<file path="config.mk">
export PLATFORM = sky130hd
export DESIGN_NAME = imem_dmem_arbiter
export DESIGN_NICKNAME = d
export VERILOG_FILES = /design/src/rtl/imem_dmem_arbiter.sv
export SDC_FILE = /design/constraint.sdc
export NUM_CORES = 1
export LEC_CHECK = 0
export ABC_AREA = 1
export BUFFER_PORTS_ARGS = -buffer_cell sky130_fd_sc_hd__clkbuf_2
export CAP_MARGIN = 0
export CORE_AREA = 3 3 133 97
export CTS_BUF_LIST = sky130_fd_sc_hd__clkbuf_4
export DETAILED_ROUTE_END_ITERATION = 7
export DIE_AREA = 0 0 136 100
export PLACE_DENSITY = 0.95
export SYNTH_ARGS = -nofsm -noshare
export SYNTH_HDL_FRONTEND = slang
export SYNTH_SLANG_ARGS = --single-unit
</file>
<file path="constraint.sdc">
create_clock -name clk -period 3.4 [get_ports clk]
set_input_delay 0 -clock clk [delete_from_list [all_inputs] [get_ports clk]]
set_output_delay 0 -clock clk [all_outputs]
set_load 0.03 [all_outputs]
</file>
<file path="src/rtl/imem_dmem_arbiter.sv">
// Shares one single-port memory bus between fetch and data; one transaction in flight, data has priority.
// Latency: request -> mem_req next cycle, rvalid -> registered ack next cycle; requesters stall until ack.
module imem_dmem_arbiter #(
  parameter int unsigned STARVE_MAX = 4
) (
  input  logic        clk,
  input  logic        rst,
  input  logic        inst_req,
  input  logic [31:0] inst_addr,
  input  logic        inst_flush,
  output logic        inst_ack,
  output logic [31:0] inst_rdata,
  input  logic        data_req,
  input  logic [3:0]  data_wen,
  input  logic [31:0] data_addr,
  input  logic [31:0] data_wdata,
  output logic        data_ack,
  output logic [31:0] data_rdata,
  output logic        mem_req,
  output logic [3:0]  mem_wen,
  output logic [31:0] mem_addr,
  output logic [31:0] mem_wdata,
  input  logic        mem_gnt,
  input  logic        mem_rvalid,
  input  logic [31:0] mem_rdata,
  output logic        stallreq_if,
  output logic        stallreq_mem
);

  localparam logic [3:0] STREAK_LIM = 4'(STARVE_MAX);
  localparam logic [3:0] STREAK_SAT = 4'hf;

  typedef enum logic [1:0] {
    IDLE = 2'd0,
    ADDR = 2'd1,
    RESP = 2'd2
  } state_t;

  typedef struct packed {
    logic [3:0]  wen;
    logic [31:0] addr;
    logic [31:0] wdata;
  } bus_cmd_t;

  state_t      state_q, state_d;
  logic        owner_q, owner_d;
  logic        drop_q, drop_d;
  logic [3:0]  streak_q, streak_d;
  logic        mem_req_q, mem_req_d;
  bus_cmd_t    cmd_q, cmd_d;
  logic        inst_ack_q, inst_ack_d;
  logic        data_ack_q, data_ack_d;
  logic [31:0] inst_rdata_q, inst_rdata_d;
  logic [31:0] data_rdata_q, data_rdata_d;

  logic inst_elig;
  logic data_elig;
  logic starved;
  logic grant_data;
  logic grant_inst;
  logic inst_flush_hit;

  // A requester whose ack is visible this cycle has already been served.
  assign inst_elig  = inst_req & ~inst_ack_q & ~inst_flush;
  assign data_elig  = data_req & ~data_ack_q;
  assign starved    = (streak_q >= STREAK_LIM);
  assign grant_data = (state_q == IDLE) & data_elig & (~inst_elig | ~starved);
  assign grant_inst = (state_q == IDLE) & inst_elig & (~data_elig | starved);

  assign inst_flush_hit = inst_flush & ~owner_q;

  always_ff @(posedge clk) begin
    if (rst) begin
      state_q      <= IDLE;
      owner_q      <= 1'b0;
      drop_q       <= 1'b0;
      streak_q     <= '0;
      mem_req_q    <= 1'b0;
      cmd_q        <= '0;
      inst_ack_q   <= 1'b0;
      data_ack_q   <= 1'b0;
      inst_rdata_q <= '0;
      data_rdata_q <= '0;
    end else begin
      state_q      <= state_d;
      owner_q      <= owner_d;
      drop_q       <= drop_d;
      streak_q     <= streak_d;
      mem_req_q    <= mem_req_d;
      cmd_q        <= cmd_d;
      inst_ack_q   <= inst_ack_d;
      data_ack_q   <= data_ack_d;
      inst_rdata_q <= inst_rdata_d;
      data_rdata_q <= data_rdata_d;
    end
  end

  always_comb begin
    state_d = state_q;
    unique case (state_q)
      IDLE:    if (grant_data | grant_inst) state_d = ADDR;
      ADDR:    if (mem_gnt) state_d = RESP;
      RESP:    if (mem_rvalid) state_d = IDLE;
      default: state_d = IDLE;
    endcase
  end

  always_comb begin
    owner_d      = owner_q;
    drop_d       = drop_q;
    streak_d     = streak_q;
    mem_req_d    = mem_req_q;
    cmd_d        = cmd_q;
    inst_ack_d   = 1'b0;
    data_ack_d   = 1'b0;
    inst_rdata_d = inst_rdata_q;
    data_rdata_d = data_rdata_q;
    unique case (state_q)
      IDLE: begin
        if (grant_data) begin
          owner_d   = 1'b1;
          mem_req_d = 1'b1;
          cmd_d     = '{wen: data_wen, addr: data_addr, wdata: data_wdata};
          if (inst_elig) begin
            streak_d = (streak_q == STREAK_SAT) ? streak_q : streak_q + 4'd1;
          end
        end else if (grant_inst) begin
          owner_d   = 1'b0;
          mem_req_d = 1'b1;
          cmd_d     = '{wen: 4'h0, addr: inst_addr, wdata: 32'h0};
          streak_d  = '0;
        end
      end
      ADDR: begin
        // rvalid cannot legally precede the grant, so it is ignored here.
        if (mem_gnt) mem_req_d = 1'b0;
        if (inst_flush_hit) drop_d = 1'b1;
      end
      RESP: begin
        if (mem_rvalid) begin
          if (owner_q) begin
            data_ack_d   = 1'b1;
            data_rdata_d = mem_rdata;
          end else if (!(drop_q | inst_flush)) begin
            // A redirect arriving with the response makes it stale too.
            inst_ack_d   = 1'b1;
            inst_rdata_d = mem_rdata;
          end
          drop_d = 1'b0;
        end else if (inst_flush_hit) begin
          drop_d = 1'b1;
        end
      end
      default: ;
    endcase
  end

  assign mem_req      = mem_req_q;
  assign mem_wen      = cmd_q.wen;
  assign mem_addr     = cmd_q.addr;
  assign mem_wdata    = cmd_q.wdata;
  assign inst_ack     = inst_ack_q;
  assign data_ack     = data_ack_q;
  assign inst_rdata   = inst_rdata_q;
  assign data_rdata   = data_rdata_q;
  assign stallreq_if  = inst_req & ~inst_ack_q;
  assign stallreq_mem = data_req & ~data_ack_q;

endmodule

</file>
==> results.json, run 1 <==
{
  "rr_endpoint": "mem_addr[29]",
  "finalSetupViolCount": 0,
  "post_cts_buffers": 0,
  "cts_tree": "built",
  "startpoint_type": "flop",
  "rsz0062_at_grt": "no",
  "seqCellArea_sq_mm": 0.00286,
  "ff2ff_path_depth": 10,
  "synth.yosys.warnings": 0,
  "worstMarginPinSlew_ns": 1.14,
  "dp.cells": 1219,
  "crit_path_end_kind": "flop",
  "synth.cell_area_sq_mm": 0.00605,
  "cts_made_buffers": 17,
  "regToRegSetupSlack_ns": 0.27,
  "syn_area_per_cell_sq_um": 7.22,
  "gr-usage-all-layers_pct": 34.3,
  "routed_wl_um": 23800,
  "first_pass_iters": 5,
  "finalCriticalPeriod_ns": 3.13,
  "die_x_um": 136,
  "grt_max_degree": 74,
  "grt_pass1_wl_um": 37200,
  "ctsRootBufferMaster": "clkbuf_4",
  "hp-start": "data_req",
  "drt_first_iter_violations": 540,
  "syn-num-nets": 982,
  "place.port_buffers": 275,
  "worst_ep_arrival_time_ns": 3.56,
  "gp_congestion": 0.809,
  "drive_above_1_share_pct": 26.4,
  "mostFrequentLayoutCells": "clkbuf_2 (275), nand2_1 (181), dfxtp_1 (143), nand3_1 (141), dlygate4sd3_1 (136)",
  "yosysUniqueCellTypes": 25,
  "relSlewSlack_pct": 24.1,
  "die_area_sq_mm": 0.0136,
  "first_global_vias": 7726,
  "rr_startpoint": "state_q[1]",
  "slew_viol_final": 0,
  "final_cells": 1387,
  "yosysSeqAreaShare_pct": 47.3,
  "min_path_type": "in2reg",
  "min_to": "owner_q",
  "antenna_found_initial": 0,
  "fin_skew_ns": 0.0292,
  "viasPerCell": 5.44,
  "clk-insertion-delay-late_ns": 0.52,
  "start_util_pct": 51.9,
  "vias": 7545,
  "total_power_mw": 5.77,
  "rows": 33,
  "ant_nets": 0,
  "wl_per_cell_um": 17.2,
  "nNetsFinal": 1361,
  "diodes": 0,
  "multi_input_area_sq_mm": 0.00258,
  "grt-ovfl-total": 0,
  "cp_data_required_time_ns": 3.83,
  "clk_pin_slew_ns": 0.14,
  "worstSetupPathType": "reg2reg",
  "crit_fanout": 35,
  "powerDensity_mw_per_mm2": 638,
  "num_io_pins": 276,
  "power.leakage_nw": 4.55,
  "core_sq_mm": 0.0116,
  "clk_path_buf_depth": 2,
  "setup_tns_ns": 0,
  "fmaxAchievable_mhz": 319,
  "hold_viol": 0,
  "htreeDepth": 4,
  "drc_errors": 0,
  "postLayoutCoreUtil_pct": 77.6,
  "whs_path_depth": 4,
  "maxCapViolCount": 0,
  "place.detailed.hpwl_um": 12400,
  "synthCells": 838,
  "status": "completed",
  "final_common_cell": "clkbuf_2",
  "fillers": 758,
  "cts.sinks": 143,
  "synth-seq-cells": 143,
  "dieHeight_um": 100,
  "period_share_pct": 92.1,
  "area_delta_synth_final_pct": 49.5,
  "peakVddDrop_v": 0.000429
}
==> how the worst max path moves through the flow <==
stage / to / cells after the start / slack (ns) / startpoint
6_report: mem_addr[29] / 10 / 0.27 / state_q[1]
5_1_grt: mem_addr[29] / 10 / 0.04 / state_q[1]
4_1_cts: mem_addr[30] / 10 / 0.42 / state_q[1]
3_5_place_dp: mem_wdata[16] / 8 / 0.68 / state_q[0]
3_3_place_gp: mem_wdata[21] / 8 / 0.88 / state_q[0]
2_1_floorplan: mem_wen[2] / 6 / 1.78 / inst_ack
==> layout make-up <==
cell class / count / share of cell area (%)
Sequential cell: 143 / 31.7
Timing Repair Buffer: 420 / 31.0
Multi-Input combinational cell: 549 / 28.5
Inverter: 86 / 3.60
Tap cell: 157 / 2.17
Clock inverter: 15 / 1.62
Clock buffer: 17 / 1.41
==> through the flow <==
step                      area, sq um  hold WS (ns)  setup WS (ns)
after detailed placement         7400         0.239          0.685
after global routing             9040         0.125         0.0402
after floorplan                  6050         0.133           1.78
after global placement           7400         0.232          0.883
final                            9040         0.146          0.269
after CTS                        9040        0.0830          0.420
==> what timing repair did <==
action / CTS / global route
gates resized for setup: 0 / 0
endpoints found under the hold margin: 140 / 0
hold buffers: 136 / 0
==> critical path, stage by stage, from the launching register on <==
cell and delay (ns):
dfxtp_1 0.34, inv_1 0.12, ha_1 0.27, nand3_2 0.33, inv_2 0.58, nand2_4 0.40, nand2_1 0.19, nand3_1 0.10
dlygate4sd3_1 0.61, nand2_1 0.07, inv_1 0.04
==> registers in the layout (all words and copies together), names as in the netlist <==
signal and count:
mem_wen 4, mem_wdata 32, mem_req 1, data_rdata 32
owner_q 1, streak_q 4, inst_rdata 32, state_q 2
drop_q 1, inst_ack 1, data_ack 1, mem_addr 32
==> cell families after synthesis <==
kind of cell	count (synthesis)	synth area share (%)
adders and majority gates	5	1.03
DFF	143	47.3
AOI/OAI and AO/OA	104	8.67
buffers and inverters	146	10.1
and+or+nand+nor	440	32.9
==> metal layers <==
metal	wire length (um)	up-vias	track usage (%)
li1	-	3451	-
met5	0	-	0
met3	2470	139	10.7
met2	11300	582	57.8
met4	1320	0	21.6
met1	8680	3373	37.6
==> power breakdown <==
part           leakage (nW)  total [mW]  switching, mW  internal, mW
Combinational          3.23        2.62           1.69         0.931
Clock                 0.146        1.06          0.676         0.385
Sequential             1.17        2.09          0.153          1.94
==> synth_stat cells <==
| cell | n | share of area [%] |
|---|---|---|
| nand4_1 | 2 | 0.21 |
| a31oi_1 | 1 | 0.10 |
| nor3_1 | 1 | 0.083 |
| ha_1 | 5 | 1.0 |
| buf_4 | 6 | 0.74 |
| or2_2 | 1 | 0.10 |
| nand3_1 | 141 | 12 |
| a211oi_1 | 1 | 0.12 |
| inv_2 | 2 | 0.12 |
| nor2_2 | 1 | 0.10 |
| dfxtp_1 | 143 | 47 |
| inv_1 | 82 | 5.1 |
| nand3b_1 | 33 | 4.1 |
| nand3_2 | 3 | 0.50 |
| buf_1 | 2 | 0.12 |
| nand2_1 | 181 | 11 |
| clkinv_1 | 1 | 0.062 |
| buf_2 | 11 | 0.91 |
| a21oi_1 | 70 | 5.8 |
| clkbuf_1 | 38 | 2.4 |
| nand2_4 | 1 | 0.19 |
| nor2_1 | 76 | 4.7 |
| o21ai_0 | 32 | 2.6 |
| inv_4 | 1 | 0.10 |
| buf_6 | 3 | 0.56 |
Note: power is estimated with default switching activity, not from simulation.
==> run 2: changes to the inputs <==
--- a/config.mk
+++ b/config.mk
@@ -8,10 +8,10 @@
 export ABC_AREA = 1
 export BUFFER_PORTS_ARGS = -buffer_cell sky130_fd_sc_hd__clkbuf_2
 export CAP_MARGIN = 0
-export CORE_AREA = 3 3 133 97
+export CORE_AREA = 3 3 157 83
 export CTS_BUF_LIST = sky130_fd_sc_hd__clkbuf_4
 export DETAILED_ROUTE_END_ITERATION = 7
-export DIE_AREA = 0 0 136 100
+export DIE_AREA = 0 0 160 86
 export PLACE_DENSITY = 0.95
 export SYNTH_ARGS = -nofsm -noshare
 export SYNTH_HDL_FRONTEND = slang
==> results.json, run 2 (same netlist as run 1, synthesis figures left out) <==
{
  "dieHeight_um": 86,
  "gp_congestion": 0.832,
  "rsz0062_at_grt": "no",
  "routed_wl_um": 24200,
  "gr-usage-all-layers_pct": 35.1,
  "seqCellArea_sq_mm": 0.00286,
  "ant_nets": 0,
  "area_delta_synth_final_pct": 50.4,
  "final_cells": 1396,
  "vias": 7711,
  "finish.instance_area_sq_mm": 0.00910,
  "place.port_buffers": 275,
  "cpPeakStageDelay_ns": 0.62,
  "min_path_type": "in2reg",
  "drt_first_iter_violations": 807,
  "die_area_sq_mm": 0.0138,
  "status": "completed",
  "cts_tree": "built",
  "fin_ws_ns": 0.350,
  "nNetsFinal": 1362,
  "grt_pass1_wl_um": 39200,
  "num_io_pins": 276,
  "dp.cells": 1228,
  "cp_data_required_time_ns": 3.84,
  "startpoint_type": "flop",
  "grt_max_degree": 74,
  "cts.sinks": 143,
  "worst_ep_arrival_time_ns": 3.49,
  "postLayoutCoreUtil_pct": 77.7,
  "power.leakage_nw": 4.57,
  "drc_errors": 0,
  "worst-path-buf-inv": 4,
  "viasPerCell": 5.52,
  "slew_viol_final": 0,
  "peakVddDrop_v": 0.000343,
  "antenna_found_initial": 1,
  "multi_input_area_sq_mm": 0.00258,
  "finalSetupViolCount": 0,
  "clk_path_buf_depth": 2,
  "mostFrequentLayoutCells": "clkbuf_2 (275), nand2_1 (181), dfxtp_1 (143), nand3_1 (141), dlygate4sd3_1 (136)",
  "post_cts_buffers": 0,
  "clk-insertion-delay-late_ns": 0.55,
  "fmaxAchievable_mhz": 328,
  "wl_per_cell_um": 17.3,
  "fillers": 745,
  "hold_viol": 0,
  "first_global_vias": 7877,
  "first_pass_iters": 8,
  "grt-ovfl-total": 0,
  "worstSetupPathType": "reg2reg",
  "cpMaxStageDelayCell": "dlygate4sd3_1",
  "period_share_pct": 89.7,
  "clk_pin_slew_ns": 0.12,
  "cp_top_family": "buffers and inverters",
  "final_common_cell": "clkbuf_2",
  "maxCapViolCount": 0,
  "total_power_mw": 5.98,
  "cp_cell_sequence": "inv_1 -> ha_1 -> nand3_2 -> nand2_1 -> buf_4 -> nand3_1 -> dlygate4sd3_1 -> nand2_1 -> inv_1",
  "crit_path_end_kind": "flop",
  "place.detailed.hpwl_um": 12600,
  "drive_above_1_share_pct": 26.3,
  "fin_skew_ns": 0.0260,
  "worstMarginPinSlew_ns": 1.14,
  "finalCriticalPeriod_ns": 3.05,
  "cts_made_buffers": 17,
  "relSlewSlack_pct": 23.9,
  "ctsRootBufferMaster": "clkbuf_4",
  "dpl_cell_area_sq_mm": 0.00742,
  "whs_ns": 0.159,
  "start_util_pct": 51.7,
  "die_x_um": 160,
  "crit_fanout": 31,
  "pre_cts_slack_ns": 1.06,
  "powerDensity_mw_per_mm2": 658,
  "rows": 28,
  "setup_tns_ns": 0,
  "htreeDepth": 4,
  "core_sq_mm": 0.0117
}
## run 2: cell count changes in the layout (fill, tap and decap cells not counted)
cell / change
inv_6: -6
clkbuf_4: +2
bufinv_16: +3
diode_2: +1
buf_4: +1
inv_8: -2
clkinv_1: +2
## run 2: worst reg2reg max path: stages (launching register included)
cell           delay [ns]
dfxtp_1              0.34
inv_1                0.13
ha_1                 0.27
nand3_2              0.57
nand2_1              0.33
buf_4                0.37
nand3_1              0.18
dlygate4sd3_1        0.62
nand2_1              0.09
inv_1                0.06
## run 2: report_power, final
part / switching (mW) / internal, mW / leakage, nW / total, mW
Combinational: 1.72 / 0.934 / 3.24 / 2.65
Clock: 0.633 / 0.590 / 0.161 / 1.22
Sequential: 0.169 / 1.94 / 1.17 / 2.11
Total: 2.52 / 3.46 / 4.57 / 5.98
## run 2: final cells by class
class / instances / share of cell area [%]
antenna: 1 / 0.0275
clock buffer: 19 / 1.57
clock inverter: 12 / 1.86
inverter: 86 / 3.58
multi-input combinational: 549 / 28.3
sequential: 143 / 31.5
tap: 165 / 2.27
timing repair buffer: 421 / 30.9
## run 2: worst paths after layout
path	startpoint	end	slack [ns]	depth (start not counted)
setup / recovery	state_q[1]	mem_addr[4]	0.35	9
hold / removal	rst	inst_ack	0.16	3
setup reg to reg	state_q[1]	mem_addr[4]	0.35	9
hold reg to reg	data_rdata[19]	data_rdata[19]	0.47	2
## run 2: per-layer routing
layer | routed length [um] | vias up | GRT usage, %
li1 | - | 3452 | -
met1 | 8450 | 3474 | 37.0
met2 | 11900 | 590 | 61.9
met3 | 2060 | 195 | 8.83
met4 | 1780 | 0 | 26.1
met5 | 0 | - | 0
## run 2: what timing repair did
item	CTS	global route
hold buffers	136	0
resized for setup	0	0
endpoints found under the setup margin	0	0
hold endpoints to repair	140	0
==> run 3: changes to the inputs <==
--- a/config.mk
+++ b/config.mk
@@ -8,10 +8,10 @@
 export ABC_AREA = 1
 export BUFFER_PORTS_ARGS = -buffer_cell sky130_fd_sc_hd__clkbuf_2
 export CAP_MARGIN = 0
-export CORE_AREA = 3 3 157 83
+export CORE_AREA = 3 3 112 114
 export CTS_BUF_LIST = sky130_fd_sc_hd__clkbuf_4
 export DETAILED_ROUTE_END_ITERATION = 7
-export DIE_AREA = 0 0 160 86
+export DIE_AREA = 0 0 115 117
 export PLACE_DENSITY = 0.95
 export SYNTH_ARGS = -nofsm -noshare
 export SYNTH_HDL_FRONTEND = slang
==> results.json, run 3 (same netlist as run 1, synthesis figures left out) <==
{
  "status": "completed",
  "whs_ns": 0.116,
  "cts_tree": "built",
  "worstMarginPinSlew_ns": 1.15,
  "clk-insertion-delay-late_ns": 0.57,
  "multi_input_area_sq_mm": 0.00258,
  "mostFrequentLayoutCells": "clkbuf_2 (275), nand2_1 (181), dfxtp_1 (143), nand3_1 (141), dlygate4sd3_1 (137)",
  "fillers": 646,
  "grt_max_degree": 74,
  "area_delta_synth_final_pct": 49.2,
  "worstSetupPathType": "reg2reg",
  "drc_errors": 0,
  "clk_pin_slew_ns": 0.14,
  "peakVddDrop_v": 0.000398,
  "slew_viol_final": 0,
  "grt_pass1_wl_um": 37500,
  "place.port_buffers": 275,
  "drive_above_1_share_pct": 26.1,
  "worst_ep_arrival_time_ns": 3.63,
  "gp_congestion": 0.854,
  "die_x_um": 115,
  "antenna_found_initial": 1,
  "finalCriticalPeriod_ns": 3.16,
  "viasPerCell": 5.60,
  "min_path_type": "in2reg",
  "cts_made_buffers": 17,
  "fmaxAchievable_mhz": 317,
  "cts.sinks": 143,
  "final_common_cell": "clkbuf_2",
  "post_cts_buffers": 0,
  "rows": 39,
  "dp.cells": 1205,
  "switching_share_pct": 43.4,
  "num_io_pins": 276,
  "crit_path_end_kind": "flop",
  "p_comb_share_pct": 46.0,
  "drt_first_iter_violations": 1114,
  "dpl_cell_area_sq_mm": 0.00739,
  "clk_path_buf_depth": 2,
  "regToRegSetupSlack_ns": 0.24,
  "startpoint_type": "flop",
  "period_share_pct": 92.8,
  "seqCellArea_sq_mm": 0.00286,
  "relSlewSlack_pct": 23.4,
  "first_pass_iters": 8,
  "rsz0062_at_grt": "no",
  "fin_skew_ns": 0.0244,
  "place.detailed.hpwl_um": 12000,
  "setup_tns_ns": 0,
  "dieHeight_um": 117,
  "maxCapViolCount": 0,
  "hold_viol": 0,
  "seq_power_share_pct": 36.2,
  "finalSetupViolCount": 0,
  "total_power_mw": 5.81,
  "powerDensity_mw_per_mm2": 644,
  "grt-ovfl-total": 0,
  "finish.instance_area_sq_mm": 0.00902,
  "first_global_vias": 7567,
  "core_sq_mm": 0.0115,
  "switchingPower_mw": 2.52,
  "wl_per_cell_um": 17.7,
  "start_util_pct": 52.5,
  "cts_resized": 0,
  "fin_ws_ns": 0.244,
  "pre_cts_slack_ns": 0.794,
  "ctsRootBufferMaster": "clkbuf_4",
  "crit_fanout": 35,
  "htreeDepth": 4,
  "routed_wl_um": 24300,
  "ant_nets": 0,
  "power.leakage_nw": 4.54,
  "die_area_sq_mm": 0.0135,
  "nNetsFinal": 1362,
  "final_cells": 1377,
  "postLayoutCoreUtil_pct": 78.3,
  "p_int_mw": 3.29,
  "vias": 7705,
  "gr-usage-all-layers_pct": 35.4,
  "p_clk_share_pct": 17.8,
  "cp_data_required_time_ns": 3.88
}
## run 3: final timing paths
path / startpoint / to / depth (start not counted)
worst max-delay path: state_q[0] / mem_addr[11] / 10
worst min-delay path: rst / data_ack / 3
worst max register to register: state_q[0] / mem_addr[11] / 10
worst min register to register: data_rdata[8] / data_rdata[8] / 2
## run 3: cell type report
class / count / area share (%)
sequential: 143 / 31.7
timing repair buffer: 421 / 31.2
multi-input combinational: 549 / 28.6
inverter: 86 / 3.61
tap: 143 / 1.98
clock buffer: 17 / 1.41
clock inverter: 14 / 1.40
antenna: 4 / 0.111
## run 3: power by group through the flow
stage / Clock (mW) / Sequential (mW) / Combinational, mW
2_1_floorplan: 0 / 2.55 / 1.19
3_3_place_gp: 0 / 2.10 / 2.11
3_5_place_dp: 0 / 2.11 / 2.15
4_1_cts: 1.02 / 2.07 / 2.47
5_1_grt: 1.11 / 2.12 / 2.86
6_report: 1.03 / 2.10 / 2.67
## run 3: repair_timing
| action | in CTS | in global routing |
|---|---|---|
| hold buffers | 137 | 0 |
| endpoints found under the hold margin | 140 | 0 |
| setup endpoints to repair | 0 | 0 |
## run 3: per-layer routing
layer / GRT usage [%] / part of all wire (%)
met5: 0 / 0
met4: 27.2 / 7.4
met3: 8.64 / 9.3
met2: 60.1 / 50
met1: 38.0 / 33
## run 3: worst max-delay path, cell delays in order (launching register included)
cell and delay (ns):
dfxtp_1 0.35, inv_1 0.11, ha_1 0.29, nand3_2 0.31, inv_2 0.58, nand2_4 0.37
nand2_1 0.20, nand3_1 0.09, dlygate4sd3_1 0.60, nand2_1 0.10, inv_1 0.08
